## config.mk

```make
export PLATFORM = sky130hd
export DESIGN_NAME = id_ex_operand_reg
export DESIGN_NICKNAME = d
export VERILOG_FILES = /design/src/rtl/id_ex_operand_reg.sv
export SDC_FILE = /design/constraint.sdc
export NUM_CORES = 1
export LEC_CHECK = 0
export ABC_CLOCK_PERIOD_IN_PS = 1600
export CAP_MARGIN = 20
export CORE_MARGIN = 5
export CORE_UTILIZATION = 60
export DETAILED_ROUTE_END_ITERATION = 8
export DONT_BUFFER_PORTS = 1
export GPL_TIMING_DRIVEN = 0
export HOLD_SLACK_MARGIN = 0.06
export PLACE_DENSITY = 0.84
export SYNTH_ARGS = -nofsm -noshare
export SYNTH_HDL_FRONTEND = slang
export SYNTH_SLANG_ARGS = --single-unit
```

## constraint.sdc

```tcl
create_clock -name clk -period 1.6 [get_ports clk]
set_input_delay 0.32 -clock clk [delete_from_list [all_inputs] [get_ports clk]]
set_output_delay 0.32 -clock clk [all_outputs]
set_load 0.01 [all_outputs]
```

## src/rtl/id_ex_operand_reg.sv

```systemverilog
// id_ex_operand_reg: registered operand pair + mux select between decode and
// the EX-stage 2-input operand mux. Valid/ready handshake with a 2-entry skid
// buffer (main + skid) so in_ready comes straight from a flop, plus a
// synchronous flush for branch squash.
// Optional feature macro: STALL_COUNT_EN adds a saturating 16-bit stall counter.
module id_ex_operand_reg #(
    parameter int WIDTH = 8
) (
    input  logic             clk,
    input  logic             rst_n,
    input  logic             in_valid,
    output logic             in_ready,
    input  logic [WIDTH-1:0] in_input1,
    input  logic [WIDTH-1:0] in_input2,
    input  logic             in_op,
    input  logic             flush,
    output logic             out_valid,
    input  logic             out_ready,
    output logic [WIDTH-1:0] out_input1,
    output logic [WIDTH-1:0] out_input2,
    output logic             out_op
`ifdef STALL_COUNT_EN
    ,
    output logic [15:0]      stall_cnt
`endif
);

    // Payload layout: {op, input1, input2}
    localparam int PW = 2 * WIDTH + 1;

    logic          main_valid_reg;
    logic          skid_valid_reg;
    logic          ready_reg;
    logic [PW-1:0] main_data_reg;
    logic [PW-1:0] skid_data_reg;

    logic          main_valid_next;
    logic          skid_valid_next;
    logic          load_main_from_skid;
    logic          load_main_from_in;
    logic          load_skid;

    logic [PW-1:0] in_data;
    logic          accept;
    logic          pop;
    logic          main_free;

    assign in_data   = {in_op, in_input1, in_input2};
    assign accept    = in_valid & ready_reg;
    assign pop       = main_valid_reg & out_ready;
    // Main can take new data when it is empty or being consumed this cycle
    assign main_free = ~main_valid_reg | pop;

    // Next-state decision for the two entries; flush overrides everything
    always_comb begin
        main_valid_next     = main_valid_reg;
        skid_valid_next     = skid_valid_reg;
        load_main_from_skid = 1'b0;
        load_main_from_in   = 1'b0;
        load_skid           = 1'b0;
        if (flush) begin
            main_valid_next = 1'b0;
            skid_valid_next = 1'b0;
        end else if (main_free) begin
            if (skid_valid_reg) begin
                // in_ready is low here, so no accept can collide with this move
                load_main_from_skid = 1'b1;
                main_valid_next     = 1'b1;
                skid_valid_next     = 1'b0;
            end else if (accept) begin
                load_main_from_in = 1'b1;
                main_valid_next   = 1'b1;
            end else begin
                main_valid_next = 1'b0;
            end
        end else if (accept) begin
            load_skid       = 1'b1;
            skid_valid_next = 1'b1;
        end
    end

    // Valid bits and the registered ready; ready mirrors the next skid state
    always_ff @(posedge clk or negedge rst_n) begin
        if (!rst_n) begin
            main_valid_reg <= 1'b0;
            skid_valid_reg <= 1'b0;
            ready_reg      <= 1'b0;
        end else begin
            main_valid_reg <= main_valid_next;
            skid_valid_reg <= skid_valid_next;
            ready_reg      <= ~skid_valid_next;
        end
    end

    // Payload registers only move on a load; otherwise they keep the last value
    always_ff @(posedge clk or negedge rst_n) begin
        if (!rst_n) begin
            main_data_reg <= '0;
            skid_data_reg <= '0;
        end else begin
            if (load_main_from_skid) begin
                main_data_reg <= skid_data_reg;
            end else if (load_main_from_in) begin
                main_data_reg <= in_data;
            end
            if (load_skid) begin
                skid_data_reg <= in_data;
            end
        end
    end

    assign in_ready   = ready_reg;
    assign out_valid  = main_valid_reg;
    assign out_op     = main_data_reg[PW-1];
    assign out_input1 = main_data_reg[2*WIDTH-1:WIDTH];
    assign out_input2 = main_data_reg[WIDTH-1:0];

`ifdef STALL_COUNT_EN
    logic [15:0] stall_cnt_reg;

    // Count cycles where EX holds off a valid set; saturates, ignores flush
    always_ff @(posedge clk or negedge rst_n) begin
        if (!rst_n) begin
            stall_cnt_reg <= 16'h0000;
        end else if (main_valid_reg && !out_ready && (stall_cnt_reg != 16'hFFFF)) begin
            stall_cnt_reg <= stall_cnt_reg + 16'h0001;
        end
    end

    assign stall_cnt = stall_cnt_reg;
`endif

endmodule

```

======== After elaboration in Yosys (flattened, before gate mapping) ========
Index checks and enable logic that the tools add are counted.
word-level totals
  register bits ........................... 37
  logic and storage cells ................. 29
cells by class
  mux-type cells .......................... 17
  bitwise operators ....................... 5
  reduce and logical (&&, ||, !) cells .... 2
operators with widths
  kind               count
  $mux 17            2
  $mux 1             15
  $reduce_bool 2->1  2
  $and 1x1->1        2
  $not 1->1          2
  $or 1x1->1         1

======== Depth between registers and ports, before layout ========
Gate-level depths: netlist of run 1.
  word-level depth ........................ 7
  depth in mapped cells ................... 5
  depth with buffers taken out ............ 3

======== Worst setup path after synthesis of run 1 ========
No wires, ideal clock.
  path type ............................... reg2reg
  start point ............................. register main_valid_reg (netlist: out_valid)
  end point ............................... register main_data_reg[10]
  library setup time ...................... 0.147 ns
  arrival ................................. 1.353 ns
  required time ........................... 1.453 ns
  setup slack ............................. 0.100 ns
  cell stages (with the launch flop) ...... 5
  path buffers ............................ 1
  cell sequence ........................... dfrtp_1 > nor2b_2 > nor3b_2 > clkbuf_1 > a222oi_1
on the way
  cells in the longest elaborated chain, start to end .. 5
  elaborated cells on any way between the ends .. 9
  those cells by class .................... mux (5); bitwise (3); reduce/logical (1)
ends and longest elaborated chain
  element                                              RTL line  RTL
  start: declaration                                   31        logic main_valid_reg;
  start signal: assignment                             89        main_valid_reg <= main_valid_next;
  $and 1x1->1 / $not 1->1 (equally long branches)      50, 52
  $or 1x1->1 *                                         52        assign main_free = ~main_valid_reg | pop;
  $mux 1                                               64        end else if (main_free) begin
  $mux 1                                               61        if (flush) begin
  $mux 17 / $reduce_bool 2->1 (equally long branches)  n/a
  end signal: assignment                               102       main_data_reg <= skid_data_reg;
  end signal: assignment                               104       main_data_reg <= in_data;
  end: declaration                                     34        logic [PW-1:0] main_data_reg;
Every way passes the cells marked *; elsewhere a longest branch is shown, timed or not.
A chain may end at the register's enable or synchronous reset.

======== Worst setup path after layout of run 1 ========
  start point ............................. register ready_reg (netlist: in_ready)
  end point ............................... register skid_data_reg[10]
on the way
  cells in the longest elaborated chain, start to end .. 4
ends and longest elaborated chain
  element                   RTL line  RTL
  start: declaration        33        logic ready_reg;
  start signal: assignment  91        ready_reg <= ~skid_valid_next;
  $and 1x1->1               49        assign accept = in_valid & ready_reg;
  $mux 1                    76        end else if (accept) begin
  $mux 1                    64
  $mux 1                    61
  end signal: assignment    107       skid_data_reg <= in_data;
  end: declaration          35        logic [PW-1:0] skid_data_reg;
Every way passes these cells.

==> results of run 1 <==
## final timing paths
path,end,slack (ns),depth (start not counted)
setup reg to reg,skid_data_reg[10],0.10,5
hold reg to reg,skid_data_reg[14],0.53,2
setup / recovery,skid_data_reg[10],0.10,5
min in group asynchronous,skid_data_reg[2],0.44,2
hold / removal,in_ready,0.12,1
max in group asynchronous,in_ready,0.97,2
## cell usage in the layout (no fill, tap or decap), drive strengths merged
| cell type | n |
|---|---|
| dlygate4sd3 | 2 |
| nor3b | 1 |
| mux2i | 17 |
| nand2b | 1 |
| clkinv | 1 |
| buf | 10 |
| dfrtp | 37 |
| nor2b | 1 |
| or3 | 3 |
| a222oi | 17 |
| nor4 | 1 |
| inv | 52 |
| a21oi | 2 |
| nand2 | 1 |
| clkbuf | 6 |
## worst max-delay path, stage by stage, from the launching register on
cell and delay (ns):
dfrtp_2 0.42, nand2_1 0.13, or3_1 0.39, buf_6 0.16
buf_6 0.16, mux2i_1 0.12
## power by group
group	internal, uW	switching [uW]
Combinational	145	190
Sequential	1120	123
Clock	152	270
Total	1420	583
## logic make-up after synthesis
family | share of synthesized area
multiplexers | 0.106
AO/OA/AOI/OAI | 0.115
flip-flops | 0.577
AND/OR/NAND/NOR | 0.0452
buffers and inverters | 0.157
## metal layers
metal	global-route usage	share of wire	wire [um]	vias up
met5	0	0	0	-
met4	0.0545	0.0044	14	0
met3	0.0764	0.081	256	2
met2	0.333	0.51	1620	45
met1	0.228	0.40	1260	526
li1	-	-	-	481
## per-stage QoR
stage          hold slack (ns)  cells  total power [uW]
2_1_floorplan           0.0244    139              1480
4_1_cts                 0.0983    181              2020
6_report                 0.115    182              2000
5_1_grt                 0.0860    182              2140
3_5_place_dp            0.0253    169              1560
3_3_place_gp            0.0253    169              1530
## cell type report
type | count | area share
inverters | 52 | 0.110
multi-input cells | 44 | 0.250
clock buffers | 5 | 0.0212
flip-flops and latches | 37 | 0.523
well taps | 30 | 0.0212
plain buffers | 5 | 0.0282
clock inverters | 1 | 0.00282
repair buffers | 8 | 0.0437
## timing repair
action | 4_1_cts | 5_1_grt
hold buffers | 3 | 0
setup endpoints to repair | 10 | 21
buffers inserted | 3 | 2
endpoints found under the hold margin | 38 | 0
gates resized for setup | 4 | 6
gates cloned | 0 | 0
pin swaps | 2 | 2
==> impl_metrics.json, run 1 <==
{
  "cts_sinks": 37,
  "root_buffer": "clkbuf_4",
  "die_area_um2": 3810,
  "rows": 18,
  "htree_levels": 2,
  "hp-start": "flush",
  "antenna_found_initial": 0,
  "clk_latency_ns": 0.33,
  "wl_um": 3150,
  "start_util": 0.636,
  "yosysMostFrequentCell": "inv_1",
  "critPathLaunchType": "flop",
  "synth_nets": 161,
  "tightest_slew_ns": 0.328,
  "dpl_worst_slack_ns": -0.300,
  "max_freq_mhz": 667,
  "utilization": 0.703,
  "syn_area_um2": 1600,
  "dp_hpwl_um": 2170,
  "setup-tns-final_ns": 0,
  "startpoint": "in_ready",
  "required_ns": 1.82,
  "avgViaCountPerCell": 5.79,
  "relSlewSlack": 0.781,
  "multi_input_area_um2": 443,
  "maxCapViolCount": 0,
  "grt_usage": 0.195,
  "clock_skew_ns": 0.0110,
  "io_buffers": 0,
  "vias": 1054,
  "num_antenna_cells": 0,
  "ir_worst_vdd_uv": 884,
  "synth_top_area_frac": 0.577,
  "async_reset_ff_frac": 1.00,
  "dominantRegCellSynth": "dfrtp_1",
  "clockBufferDepth": 2,
  "cp.arrival_ns": 1.72,
  "syn2layout_area_growth_pct": 10.6,
  "r2r_start": "in_ready",
  "layout-drive-gt1-share": 0.164,
  "status": "complete, no violations",
  "hold_class": "input pin to flop",
  "ios": 41,
  "seqCellArea_um2": 928,
  "die_w_um": 61.7,
  "synth_area_per_cell_um2": 11.5,
  "synth.distinct_cells": 16,
  "first_global_vias": 1111,
  "fin_ws_ns": 0.100,
  "rsz0062_at_grt": "no",
  "ys_top_cells_by_count": "52 x inv_1, 37 x dfrtp_1, 17 x a222oi_1, 17 x mux2i_1, 3 x buf_6",
  "yosys_warnings": 0,
  "grt_max_degree": 38,
  "fin_nets": 175,
  "clk_pin_slew_ns": 0.10,
  "fill_cells": 177,
  "stdcell_area_um2": 1770,
  "gp_congestion": 0.701,
  "cp_max_fo": 10,
  "synth_edf_count": 0,
  "grt_pass1_wl_um": 5240,
  "ant_nets": 0,
  "path_class": "flop to flop",
  "yosys-top-cells-area": "dfrtp_1 58%, inv_1 12%, a222oi_1 11%",
  "drt-wirelength-per-cell_um": 17.3,
  "grt_overflow": 0,
  "powerDensity_nw_per_um2": 1130,
  "ys_ff_latch": 37,
  "dr.pass1.iters": 5,
  "place_area_um2": 1640,
  "cts_tree": "built",
  "finalHoldViolations": 0,
  "fin_crit_sh": 0.937,
  "drcViolationCount": 0,
  "core_area_um2": 2520,
  "drt_iter0_markers": 151,
  "die_h_um": 61.7,
  "yosysTopAreaCell": "dfrtp_1",
  "leakage_uw": 0.00108,
  "slew_violations": 0,
  "finalSetupViolCount": 0,
  "cts_buffers": 5,
  "end_kind": "flop",
  "syn_inst": 139,
  "seq_area_frac_synth": 0.577,
  "post-route-min-period_ns": 1.50
}
(Power assumes the default switching activity.)
==> run 2: changes to the inputs <==
--- a/config.mk
+++ b/config.mk
@@ -12,7 +12,6 @@
 export DETAILED_ROUTE_END_ITERATION = 8
 export DONT_BUFFER_PORTS = 1
 export GPL_TIMING_DRIVEN = 0
-export HOLD_SLACK_MARGIN = 0.06
 export PLACE_DENSITY = 0.84
 export SYNTH_ARGS = -nofsm -noshare
 export SYNTH_HDL_FRONTEND = slang
==> run 2 against run 1 <==
  * First-iteration DRC count is 9.3% higher
  * Critical path depth down 1
  * Die area unchanged
  * Fmax increased by 0.24%
  * Hold slack worse by 0.087 ns
  * Power barely moved
  * Non-clock buffer count shrank 1
  * Highest routed layer unchanged
  * Via count down 0.47%
==> impl_metrics.json, run 2 (same netlist as run 1, synthesis figures left out) <==
{
  "powerDensity_nw_per_um2": 1130,
  "p_int_uw": 1420,
  "grt_usage": 0.193,
  "layout_common_cells": "52 x inv_1, 35 x dfrtp_1, 17 x mux2i_1, 17 x a222oi_1, 6 x clkbuf_4",
  "p_switching_uw": 585,
  "cts_sinks": 37,
  "finalSetupViolCount": 0,
  "die_area_um2": 3810,
  "maxCapViolCount": 0,
  "dr.pass1.iters": 5,
  "rsz0062_at_grt": "no",
  "final_common_cell": "inv_1",
  "clock_skew_ns": 0.0125,
  "multi_input_area_um2": 443,
  "antenna_found_initial": 0,
  "grt_overflow": 0,
  "grt_pass1_wl_um": 5200,
  "drcViolationCount": 0,
  "required_ns": 1.80,
  "dpl_worst_slack_ns": -0.300,
  "clk_pin_slew_ns": 0.10,
  "end_kind": "flop",
  "cp.arrival_ns": 1.70,
  "fin_ws_ns": 0.104,
  "cp_max_fo": 10,
  "leakage_uw": 0.00107,
  "die_h_um": 61.7,
  "hold_class": "input pin to flop",
  "drt_iter0_markers": 165,
  "vias": 1049,
  "ios": 41,
  "combPwrFrac": 0.166,
  "die_w_um": 61.7,
  "start_util": 0.636,
  "pwr-share-clk": 0.213,
  "htree_levels": 2,
  "dp_hpwl_um": 2170,
  "ir_worst_vdd_uv": 885,
  "path_class": "flop to flop",
  "fin_crit_sh": 0.935,
  "rows": 18,
  "relSlewSlack": 0.780,
  "seqCellArea_um2": 928,
  "cts_tree": "built",
  "power_frac_seq": 0.621,
  "max_freq_mhz": 668,
  "layout-drive-gt1-share": 0.166,
  "place_area_um2": 1640,
  "sw_frac_of_total": 0.292,
  "ant_nets": 0,
  "grt_max_degree": 38,
  "slew_violations": 0,
  "io_buffers": 0,
  "status": "complete, no violations",
  "finalHoldViolations": 0,
  "core_area_um2": 2520,
  "num_antenna_cells": 0,
  "stdcell_area_um2": 1760,
  "tightest_slew_ns": 0.330,
  "fin_nets": 174,
  "clockBufferDepth": 2,
  "syn2layout_area_growth_pct": 9.98,
  "drt-wirelength-per-cell_um": 17.2,
  "critPathLaunchType": "flop",
  "post-route-min-period_ns": 1.50,
  "root_buffer": "clkbuf_4",
  "total_power_uw": 2000,
  "fill_cells": 176,
  "wl_um": 3120,
  "gp_congestion": 0.701,
  "cts_buffers": 5,
  "avgViaCountPerCell": 5.80,
  "clk_latency_ns": 0.34,
  "first_global_vias": 1118
}
## run 2: cell types whose count changed in the layout (fill, tap and decap cells not counted)
cell           delta
dlygate4sd3_1     -1
## run 2: cell type report
type,instances,share of cell area
repair buffers,7,0.0383
well taps,30,0.0213
multi-input cells,44,0.251
flip-flops and latches,37,0.526
clock inverters,1,0.00284
inverters,52,0.111
clock buffers,5,0.0213
plain buffers,5,0.0284
## run 2: worst paths after layout
kind	startpoint	end	slack, ns	cells after the start
setup / recovery	out_valid	main_data_reg[15]	0.10	4
hold / removal	flush	out_valid	0.03	1
setup reg to reg	out_valid	main_data_reg[15]	0.10	4
hold reg to reg	skid_data_reg[14]	skid_data_reg[14]	0.53	2
max in group asynchronous	rst_n	in_ready	0.98	2
min in group asynchronous	rst_n	out_valid	0.43	2
## run 2: power by group through the flow
stage               Combinational, uW  Clock, uW  Sequential (uW)
global placement                  271          0             1260
global route                      390        481             1270
detailed placement                301          0             1260
CTS                               336        439             1250
floorplan                         244          0             1240
finish                            332        427             1240
## run 2: what timing repair did
| action | CTS | global route |
|---|---|---|
| gates resized for setup | 4 | 6 |
| setup buffers | 3 | 2 |
| endpoints found under the setup margin | 10 | 21 |
| endpoints found under the hold margin | 37 | 0 |
| pin swaps | 2 | 2 |
| hold buffers | 2 | 0 |
## run 2: per-stage QoR
stage	hold WS, ns	instances	TNS, ns	util
global placement	0.0253	169	-2.55	0.651
global route	0.00799	181	0	0.699
finish	0.0284	181	0	0.699
floorplan	0.0244	139	0	-
detailed placement	0.0253	169	-2.80	0.651
CTS	0.0194	180	-0.0314	0.694
## run 2: worst max-delay path: stages, from the launching register on
cell and delay (ns):
dfrtp_2 0.45, nor2b_4 0.15, or3_4 0.35, buf_8 0.15, a222oi_1 0.26
## run 2: per-layer routing
layer  part of all wire  vias up  wire length (um)  track usage
met5                  0        -                 0            0
met4             0.0080        0                25       0.0545
met3              0.076        4               236       0.0764
met2               0.51       37              1610        0.330
met1               0.40      530              1250        0.225
li1                   -      478                 -            -
